$ cat config.mk
export PLATFORM = sky130hd
export DESIGN_NAME = cpu_step_controller
export DESIGN_NICKNAME = d
export VERILOG_FILES = /design/src/rtl/cpu_step_controller.sv
export SDC_FILE = /design/constraint.sdc
export NUM_CORES = 1
export LEC_CHECK = 0
export CAP_MARGIN = 20
export CORE_ASPECT_RATIO = 0.75
export CORE_MARGIN = 5
export CORE_UTILIZATION = 60
export DETAILED_ROUTE_END_ITERATION = 16
export PLACE_DENSITY_LB_ADDON = 0.2
export SYNTH_ARGS = -nofsm -noshare
export SYNTH_HDL_FRONTEND = slang
export SYNTH_SLANG_ARGS = --single-unit
$ cat constraint.sdc
create_clock -name Clock -period 4.7 [get_ports Clock]
set_input_delay 1.175 -clock Clock [delete_from_list [all_inputs] [get_ports Clock]]
set_output_delay 1.175 -clock Clock [all_outputs]
set_load 0.05 [all_outputs]
$ cat src/rtl/cpu_step_controller.sv
`default_nettype none
// +--------------------------------------------------------------------------+
// | cpu_step_controller: sole source of the CPU Go strobe (run/halt/step/bp)  |
// | rev 1.0                                                                  |
// +--------------------------------------------------------------------------+
module cpu_step_controller #(
  parameter int CNT_MAX    = 12500000,
  parameter int DEB_CYCLES = 250000,
  parameter bit START_RUN  = 1'b1
) (
  input  logic        Clock,
  input  logic        Reset,
  input  logic [2:0]  Btns,
  input  logic        Turbo,
  input  logic [7:0]  IP,
  input  logic [7:0]  Bp_addr,
  input  logic        Bp_en,
  output logic        Go,
  output logic        Running,
  output logic        At_break,
  output logic [15:0] Go_count
);

  localparam int               DEB_W    = (DEB_CYCLES > 1) ? $clog2(DEB_CYCLES) : 1;
  localparam logic [DEB_W-1:0] DEB_LAST = DEB_W'(DEB_CYCLES - 1);
  localparam logic [27:0]      CNT_LAST = 28'(CNT_MAX);

  typedef enum logic [1:0] {
    S_HALT  = 2'd0,
    S_RUN   = 2'd1,
    S_STEP  = 2'd2,
    S_BREAK = 2'd3
  } state_t;

  logic [2:0] btn_s1_q, btn_s1_d, btn_s2_q, btn_s2_d;
  logic       turbo_s1_q, turbo_s1_d, turbo_s2_q, turbo_s2_d;
  logic [1:0] sync_ok_q, sync_ok_d;
  logic [2:0] press;

  always_comb begin
    btn_s1_d   = Btns;
    btn_s2_d   = btn_s1_q;
    turbo_s1_d = Turbo;
    turbo_s2_d = turbo_s1_q;
    sync_ok_d  = {sync_ok_q[0], 1'b1};
  end

  always_ff @(posedge Clock) begin
    if (Reset) begin
      btn_s1_q   <= '0;
      btn_s2_q   <= '0;
      turbo_s1_q <= 1'b0;
      turbo_s2_q <= 1'b0;
      sync_ok_q  <= '0;
    end else begin
      btn_s1_q   <= btn_s1_d;
      btn_s2_q   <= btn_s2_d;
      turbo_s1_q <= turbo_s1_d;
      turbo_s2_q <= turbo_s2_d;
      sync_ok_q  <= sync_ok_d;
    end
  end

  // A button only arms once it has been seen released after reset, so a
  // button held through reset cannot produce a press.
  for (genvar i = 0; i < 3; i++) begin : g_deb
    logic [DEB_W-1:0] cnt_q, cnt_d;
    logic             level_q, level_d;
    logic             armed_q, armed_d;
    logic             press_q, press_d;

    always_comb begin
      cnt_d   = '0;
      level_d = level_q;
      press_d = 1'b0;
      armed_d = armed_q | (sync_ok_q[1] & ~btn_s2_q[i]);
      if (btn_s2_q[i] != level_q) begin
        if (cnt_q == DEB_LAST) begin
          level_d = btn_s2_q[i];
          press_d = btn_s2_q[i] & armed_q;
        end else begin
          cnt_d = cnt_q + DEB_W'(1);
        end
      end
    end

    always_ff @(posedge Clock) begin
      if (Reset) begin
        cnt_q   <= '0;
        level_q <= 1'b0;
        armed_q <= 1'b0;
        press_q <= 1'b0;
      end else begin
        cnt_q   <= cnt_d;
        level_q <= level_d;
        armed_q <= armed_d;
        press_q <= press_d;
      end
    end

    assign press[i] = press_q;
  end

  state_t      state_q, state_d;
  logic [27:0] cnt_q, cnt_d;
  logic        go_q, go_d;
  logic        bp_skip_q, bp_skip_d;
  logic [15:0] go_count_q, go_count_d;
  logic        go_due, bp_hit;

  always_comb begin
    state_d    = state_q;
    cnt_d      = '0;
    go_d       = 1'b0;
    bp_skip_d  = bp_skip_q;
    go_count_d = go_count_q + 16'(go_q);
    go_due     = (cnt_q == CNT_LAST) | turbo_s2_q;
    bp_hit     = Bp_en & (IP == Bp_addr) & ~bp_skip_q;

    case (state_q)
      S_HALT: begin
        if (press[0])      state_d = S_RUN;
        else if (press[1]) state_d = S_STEP;
      end
      S_RUN: begin
        if (press[0]) begin
          state_d = S_HALT;
        end else begin
          cnt_d = (cnt_q == CNT_LAST) ? '0 : cnt_q + 28'd1;
          if (go_due) begin
            if (bp_hit) state_d = S_BREAK;
            else        go_d    = 1'b1;
          end
        end
      end
      S_STEP: begin
        go_d    = 1'b1;
        state_d = S_HALT;
      end
      S_BREAK: begin
        if (press[0] | press[2]) state_d = S_RUN;
        else if (press[1])       state_d = S_STEP;
      end
      default: state_d = S_HALT;
    endcase

    // Prescaler only runs while staying in RUN; any entry starts from zero.
    if (state_d != S_RUN || state_q != S_RUN) cnt_d = '0;

    if ((state_q == S_HALT || state_q == S_BREAK) && state_d != state_q)
      bp_skip_d = 1'b1;
    else if (go_d)
      bp_skip_d = 1'b0;
  end

  always_ff @(posedge Clock) begin
    if (Reset) begin
      state_q    <= START_RUN ? S_RUN : S_HALT;
      cnt_q      <= '0;
      go_q       <= 1'b0;
      bp_skip_q  <= 1'b1;
      go_count_q <= '0;
    end else begin
      state_q    <= state_d;
      cnt_q      <= cnt_d;
      go_q       <= go_d;
      bp_skip_q  <= bp_skip_d;
      go_count_q <= go_count_d;
    end
  end

  assign Go       = go_q;
  assign Running  = (state_q == S_RUN);
  assign At_break = (state_q == S_BREAK);
  assign Go_count = go_count_q;

endmodule
`default_nettype wire

# Word-level counts from Yosys, hierarchy flattened
# Cells that the tools add are included.
word_totals:
  rom_bits: 0
  ramBits: 0
  latchBits: 0
  out_inout_bits: 19
  in_bits: 23
  mem_count: 0
  elab_cells: 93
  ff_bits: 121
op_classes:
  eq_ne: 14
  bitwise_logic: 24
  n_lt_le_gt_ge: 0
  muxes: 12
  shift: 0
  div: 0
  addsub: 5
  n_reduce_logical: 15
  mul: 0
op_table:
  columns: ["op", "count"]
  rows:
  - ["18-bit by 1-bit adder with 18-bit output (second input constant)", 3]
  - ["18-bit == test (second input constant)", 3]
  - ["28-bit by 1-bit adder with 28-bit output (second input constant)", 1]
  - ["28-bit by 24-bit == test with 1-bit output (second input constant)", 1]
  - ["3-bit OR reduction", 6]
  - ["16-bit by 1-bit adder with 16-bit output", 1]
  - ["2-bit 2-to-1 mux", 6]
  - ["1-bit inverter", 11]
  - ["1-bit AND", 8]
  - ["8-bit == test", 1]
  - ["2-bit one-hot mux with 4 select lines", 1]
  - ["2-bit AND reduction", 3]
  - ["1-bit OR", 5]
  - ["5-bit OR reduction", 1]
  - ["2-bit == test (second input constant)", 2]
  - ["1-bit 2-to-1 mux", 4]
  - ["2-bit by 1-bit inequality test with 1-bit output (second input constant)", 2]
  - ["1-bit inequality test", 3]
  - ["2-bit by 1-bit == test with 1-bit output (second input constant)", 1]
  - ["2-bit zero test", 1]
  - ["1-bit logical OR", 2]
  - ["2-bit inequality test", 1]
  - ["1-bit one-hot mux with 2 select lines", 1]
  - ["2-bit OR reduction", 1]
  - ["1-bit logical AND", 1]

# Depth between registers and ports, before layout
# Gate-level depths: netlist of the first run.
logic_depth:
  ltp_word: 10
  depth_mapped: 9
  depth_no_buf: 7

# Worst setup path before layout of the first run
# Ideal clock, no wire load.
synth_timing:
  path_type: "in2reg"
  from: "input port Bp_addr[1]"
  to: "register cnt_q[18]"
  setup_slack_ps: 2089
  arrival_ps: 2488
  cell_stages: 6
  setup_time_ps: 123
  n_path_buf: 1
  required_ps: 4577
  path_cell_list: "xor2_1 -> nor4_1 -> nand3_1 -> o211ai_2 -> buf_2 -> nor3_2"
synth_via:
  elab_chain_len: 10
synth_lines:
  columns: ["item", "line", "source"]
  rows:
  - ["start: declaration", "16", "input logic [7:0] Bp_addr,"]
  - ["8-bit == test", "118", "bp_hit = Bp_en & (IP == Bp_addr) & ~bp_skip_q;"]
  - ["1-bit AND (2 in a row)", "118", null]
  - ["2-bit 2-to-1 mux", "131", "if (bp_hit) state_d = S_BREAK;"]
  - ["2-bit 2-to-1 mux", "130", "if (go_due) begin"]
  - ["2-bit 2-to-1 mux", "126", "if (press[0]) begin"]
  - ["2-bit one-hot mux with 4 select lines", "120", "case (state_q)"]
  - ["2-bit by 1-bit inequality test with 1-bit output", "148", "if (state_d != S_RUN || state_q != S_RUN) cnt_d = '0;"]
  - ["1-bit logical OR", "148", null]
  - ["5-bit OR reduction (no source line)", null, null]
  - ["end signal: assignment", "165", "cnt_q <= cnt_d;"]
  - ["end: declaration", "105", "logic [27:0] cnt_q, cnt_d;"]
# Every way passes these cells.
# A chain may end at the register's enable or synchronous reset.

# Worst setup path after layout of the first run
layout_timing:
  from: "register state_q[1]"
  to: "output port Running"
layout_via:
  elab_chain_len: 1
layout_lines:
  columns: ["item", "line", "source"]
  rows:
  - ["start: declaration", "104", "state_t state_q, state_d;"]
  - ["start signal: assignment", "158", "state_q <= START_RUN ? S_RUN : S_HALT;"]
  - ["start signal: assignment", "164", "state_q <= state_d;"]
  - ["2-bit by 1-bit == test with 1-bit output", "173", "assign Running = (state_q == S_RUN);"]
  - ["end: declaration", "19", "output logic Running,"]
# Every way passes these cells.

==> results of run 1 <==
## cells by family after synthesis
group           Yosys count  share of synthesized area
compound gates           34                    0.04000
xor+xnor                 96                     0.1493
fa+ha+maj                11                    0.02444
buf+inv                  45                    0.03733
flops                   121                     0.4302
mux                       3                   0.005334
simple gates            317                     0.3133
## path summary, 6_finish.rpt
kind,from,slack [ns],to,cells past startpoint
worst max-delay path,state_q[1],1.45,Running,3
worst min-delay path,btn_s1_q[0],0.44,btn_s2_q[0],1
worst max register to register,state_q[1],2.28,cnt_q[2],8
worst min register to register,btn_s1_q[0],0.44,btn_s2_q[0],1
## layer usage
metal  GRT usage  vias to the layer above
li1            -                     2245
met4     0.06623                        0
met1      0.2706                     2084
met5           0                        -
met3     0.06924                        9
met2      0.3410                       72
## per-stage QoR
step | instance area (um2) | utilization | hold WS, ns | total power, uW
2_1_floorplan | 5630 | - | 0.4138 | 1418
3_3_place_gp | 6118 | 0.6708 | 0.4185 | 1492
3_5_place_dp | 6118 | 0.6708 | 0.4274 | 1505
4_1_cts | 6736 | 0.7385 | 0.4400 | 2848
5_1_grt | 6736 | 0.7385 | 0.4655 | 2953
6_report | 6736 | 0.7385 | 0.4385 | 2833
## cell type report
class	instances	area, um2
Clock buffer	17	425.4
Multi-Input combinational cell	461	3002
Tap cell	128	160.2
Fill cell	689	2385
Clock inverter	15	192.7
Inverter	27	101.3
Sequential cell	121	2422
Timing Repair Buffer	44	432.9
## cells in the final DEF, fill, tap and decap left out, types with 2 or more instances in the layout
master	netlist	layout
and2_1	3	3
clkinv_4	0	4
ha_1	11	11
and3_1	9	9
xnor2_1	57	57
nand2b_1	4	4
nand2_1	32	32
dfxtp_1	121	121
clkbuf_16	0	17
inv_6	0	3
nor3_2	23	23
o21ai_0	6	6
o32ai_1	2	2
and4_1	11	11
nor4b_1	2	2
bufinv_16	0	3
clkdlybuf4s50_1	0	41
nor4_2	2	2
nand3_1	35	35
or4b_1	4	4
mux2i_1	3	3
buf_4	3	3
a21oi_1	14	13
nand4_1	21	21
or2_2	2	2
nor2b_1	15	15
clkinvlp_4	0	4
xor2_1	39	39
nor3_1	22	22
o211ai_1	2	2
nor2_1	97	97
nor4_1	18	18
or3_1	9	9
inv_1	27	27
## state kept, by name, summed over array words and instances (netlist names)
signal and cells:
state_q 2, turbo_s1_q 1, Go_count 16, btn_s2_q 3, g_deb.armed_q 3, g_deb.cnt_q 54, g_deb.press_q 3, Go 1
turbo_s2_q 1, g_deb.level_q 3, sync_ok_q 2, bp_skip_q 1, btn_s1_q 3, cnt_q 28
## power by group
group | internal (uW) | total (uW) | switching, uW
clock network | 844 | 1340 | 499
logic | 143 | 415 | 272
registers | 1050 | 1080 | 25.5
total | 2040 | 2830 | 797
==> results_dict.tcl, run 1 <==
set metrics [dict create \
    grt_antenna_before_repair 0 \
    drv_slew 0 \
    synth_area_leaders "dfxtp_1 43%, xnor2_1 8.9%, nor2_1 6.5%" \
    grt_pass1_wl_mm 19.46 \
    clock_sinks 121 \
    synth_area_um2 5630 \
    clock-root-buffer "clkbuf_16" \
    slew_headroom 0.5048 \
    die_area_um2 11440 \
    grt_overflow 0 \
    cp_top_family "buffers and inverters" \
    min-delay-path-class "flop to flop" \
    avgSynthCellArea_um2 8.980 \
    synth_ff_type "dfxtp_1" \
    ant_nets 0 \
    stdcell_count 813 \
    htreeDepth 4 \
    die_w_um 121.9 \
    skew_ns 0.005952 \
    placed_cells 781 \
    wl_met1_mm 5.582 \
    synth_fp_nets 661 \
    routed_wl_mm 11.45 \
    clock_path_buffers 2 \
    start_util 0.6173 \
    floorplan.die.height_um 93.90 \
    core_area_um2 9121 \
    max-vdd-ir-drop_uv 319.2 \
    start_kind "flop" \
    max-cap-violations 0 \
    drive_above_1_share 0.1022 \
    cts_hold_buf 0 \
    dp.final_hpwl_mm 7.735 \
    grt_max_degree 30 \
    fin_nets 706 \
    cts_buffers 17 \
    ioPinCount 42 \
    synth.distinct_cells 50 \
    via_per_inst 5.424 \
    postCtsResizedCells 0 \
    period_needed_ns 3.254 \
    portBuffers 41 \
    synth_edf_count 0 \
    synthArstFlopShare 0 \
    fmax_mhz 307.3 \
    synth_common_cells "121 x dfxtp_1, 97 x nor2_1, 57 x xnor2_1" \
    synth_top_area_frac 0.4302 \
    drt_first_iter_violations 265 \
    wl_met2_mm 5.281 \
    diodes 0 \
    grt_pass1_vias 4188 \
    wire_per_inst_um 14.08 \
    power_density_nw_per_um2 420.5 \
    synth_top_area_cell "dfxtp_1" \
    critical-path-max-stage-delay_ns 0.87 \
    gp_congestion 0.8453 \
    drc 0 \
    rows 30 \
    yosysSeqAreaShare 0.4302 \
    endpoint_kind "output port" \
    num_vias 4410 \
    worstMarginPinSlew_ns 0.7360 \
    crit_path_max_fanout 7 \
    path_cells "inv_1, ha_1, clkdlybuf4s50_1" \
    syn_inst 627 \
    areaGrowthSynthToFinish_pct 19.64 \
    setup_viol 0 \
    cts.reportedPaths.clkPinSlew_ns 0.05 \
    hold_viol 0 \
    critPathKind "flop to output port" \
    arrival_ns 2.08 \
    wl_met3_um 486 \
    clock_latency_ns 0.41 \
    period_share 0.6924 \
    synth.most_common_cell "dfxtp_1" \
    p_leak_uw 0.002203 \
    status "finished clean" \
    ys_warn_count 0 \
    synth-seq-cells 121 \
    grt.total_usage 0.2119 \
    crit_required_ns 3.52 \
    path_buf_inv 2 \
    pre_cts_ws_ns 1.578 \
    critPathSlowestCell "clkdlybuf4s50_1" \
    post_cts_buffers 0 \
    setup_slack_ns 1.446 \
    top_layer "met4" \
    rsz0062_at_grt "false" \
    cts_tree "built" \
    drt_first_pass_iters 4 \
    fin_setup_tns_ns 0 \
]
(Power assumes the default switching activity.)
==> run 2, diff against run 1 <==
CORE_UTILIZATION = 58   (was 60)
clock period = 3.2 ns   (was 4.7 ns; I/O delays follow)
==> results_dict.tcl, run 2 (same netlist as run 1, synthesis figures left out) <==
set metrics [dict create \
    grt_overflow 0 \
    drt_first_iter_violations 245 \
    clock_path_buffers 2 \
    postCtsResizedCells 0 \
    areaGrowthSynthToFinish_pct 19.18 \
    grt_pass1_wl_mm 19.62 \
    worstMarginPinSlew_ns 0.6994 \
    rsz0062_at_grt "false" \
    period_needed_ns 2.874 \
    grt_antenna_before_repair 0 \
    critical-path-max-stage-delay_ns 0.87 \
    die_w_um 123.8 \
    crit_path_max_fanout 7 \
    start_util 0.5877 \
    setup_viol 0 \
    max-cap-violations 0 \
    die_area_um2 11800 \
    fmax_mhz 348.0 \
    final_cell_mix "121 x dfxtp_1, 97 x nor2_1, 57 x xnor2_1" \
    skew_ns 0.008740 \
    core_area_um2 9580 \
    path_buf_inv 2 \
    portBuffers 41 \
    drt_first_pass_iters 4 \
    critPathKind "flop to output port" \
    fin_nets 707 \
    diodes 0 \
    fin_setup_tns_ns 0 \
    min-delay-path-class "flop to flop" \
    endpoint_kind "output port" \
    routed_wl_mm 11.49 \
    crit_required_ns 2.40 \
    start_kind "flop" \
    cts_buffers 17 \
    max-vdd-ir-drop_uv 374.8 \
    drv_slew 0 \
    gp_congestion 0.8628 \
    grt_pass1_vias 4333 \
    hold_viol 0 \
    clock-root-buffer "clkbuf_16" \
    htreeDepth 4 \
    dp.final_hpwl_mm 7.837 \
    clock_sinks 121 \
    post_cts_buffers 0 \
    status "finished clean" \
    cts_hold_buf 0 \
    path_cells "inv_1, ha_1, clkdlybuf4s50_1" \
    cts_tree "built" \
    period_share 0.8981 \
    ioPinCount 42 \
    rows 31 \
    slew_headroom 0.5294 \
    cp_top_family "buffers and inverters" \
    drive_above_1_share 0.1020 \
    drc 0 \
    floorplan.die.height_um 95.33 \
    grt.total_usage 0.2072 \
    grt_max_degree 30 \
    p_leak_uw 0.002203 \
    mostFrequentLayoutCell "dfxtp_1" \
    arrival_ns 2.07 \
    ant_nets 0 \
    regMostFlops "g_deb.cnt_q" \
    num_vias 4422 \
    via_per_inst 5.406 \
    largest_reg_flops 54 \
    cts.reportedPaths.clkPinSlew_ns 0.06 \
    critPathSlowestCell "clkdlybuf4s50_1" \
    total_power_uw 4002 \
    power_density_nw_per_um2 596.3 \
    clock_latency_ns 0.41 \
    wire_per_inst_um 14.04 \
]
## run 2: changes by cell type in the layout (fill, tap and decap cells not counted), sizes merged
cell,delta
clkinv,+3
buf,+1
bufinv,-2
inv,-3
clkbuf,+4
clkinvlp,-2
## run 2: final cells by class
| type | count | area, um2 |
|---|---|---|
| fillers | 747 | 2870 |
| well taps | 132 | 165.2 |
| clock buffers | 21 | 470.5 |
| inverters | 27 | 101.3 |
| clock inverters | 11 | 96.34 |
| flip-flops and latches | 121 | 2422 |
| multi-input cells | 461 | 3002 |
| repair buffers | 45 | 452.9 |
## run 2: worst paths after layout
check | start | endpoint | slack (ns) | cells past startpoint
max | state_q[1] | Running | 0.33 | 3
min | btn_s1_q[2] | btn_s2_q[2] | 0.43 | 1
max reg2reg | state_q[1] | cnt_q[6] | 0.79 | 8
min reg2reg | btn_s1_q[2] | btn_s2_q[2] | 0.43 | 1
## run 2: routing by layer
metal / part of all wire / GRT usage / wire [um] / up-vias
li1: - / - / - / 2243
met1: 0.48 / 0.2663 / 5558 / 2087
met2: 0.46 / 0.3338 / 5327 / 77
met3: 0.039 / 0.05219 / 444 / 15
met4: 0.014 / 0.08479 / 157 / 0
met5: 0 / 0 / 0 / -
## run 2: power breakdown
| group | switching (uW) | leakage [uW] | internal [uW] |
|---|---|---|---|
| Sequential | 36.7 | 0.000978 | 1540 |
| Clock | 667 | 0.000279 | 1120 |
| Combinational | 402 | 0.000945 | 228 |
| Total | 1110 | 0.00220 | 2900 |
## run 2: per-stage QoR
stage	utilization	instance area (um2)	setup slack (ns)	hold WS [ns]	cells
final	0.7004	6710	0.3262	0.4348	818
after global routing	0.7004	6710	0.2291	0.4522	818
after CTS	0.7004	6710	0.3163	0.4334	818
after detailed placement	0.6412	6143	0.5106	0.4204	786
after global placement	0.6412	6143	0.5634	0.4243	786
after floorplan	-	5630	0.8015	0.4138	627
## run 2: worst register-to-register path, cell delays in order, from the launching register on
cell and delay [ns]:
dfxtp_1 0.38, inv_1 0.15, ha_1 0.27, nor2b_1 0.35, o32ai_1 0.20, a2111oi_2 0.39
o211ai_2 0.18, buf_12 0.21, nor3_1 0.20
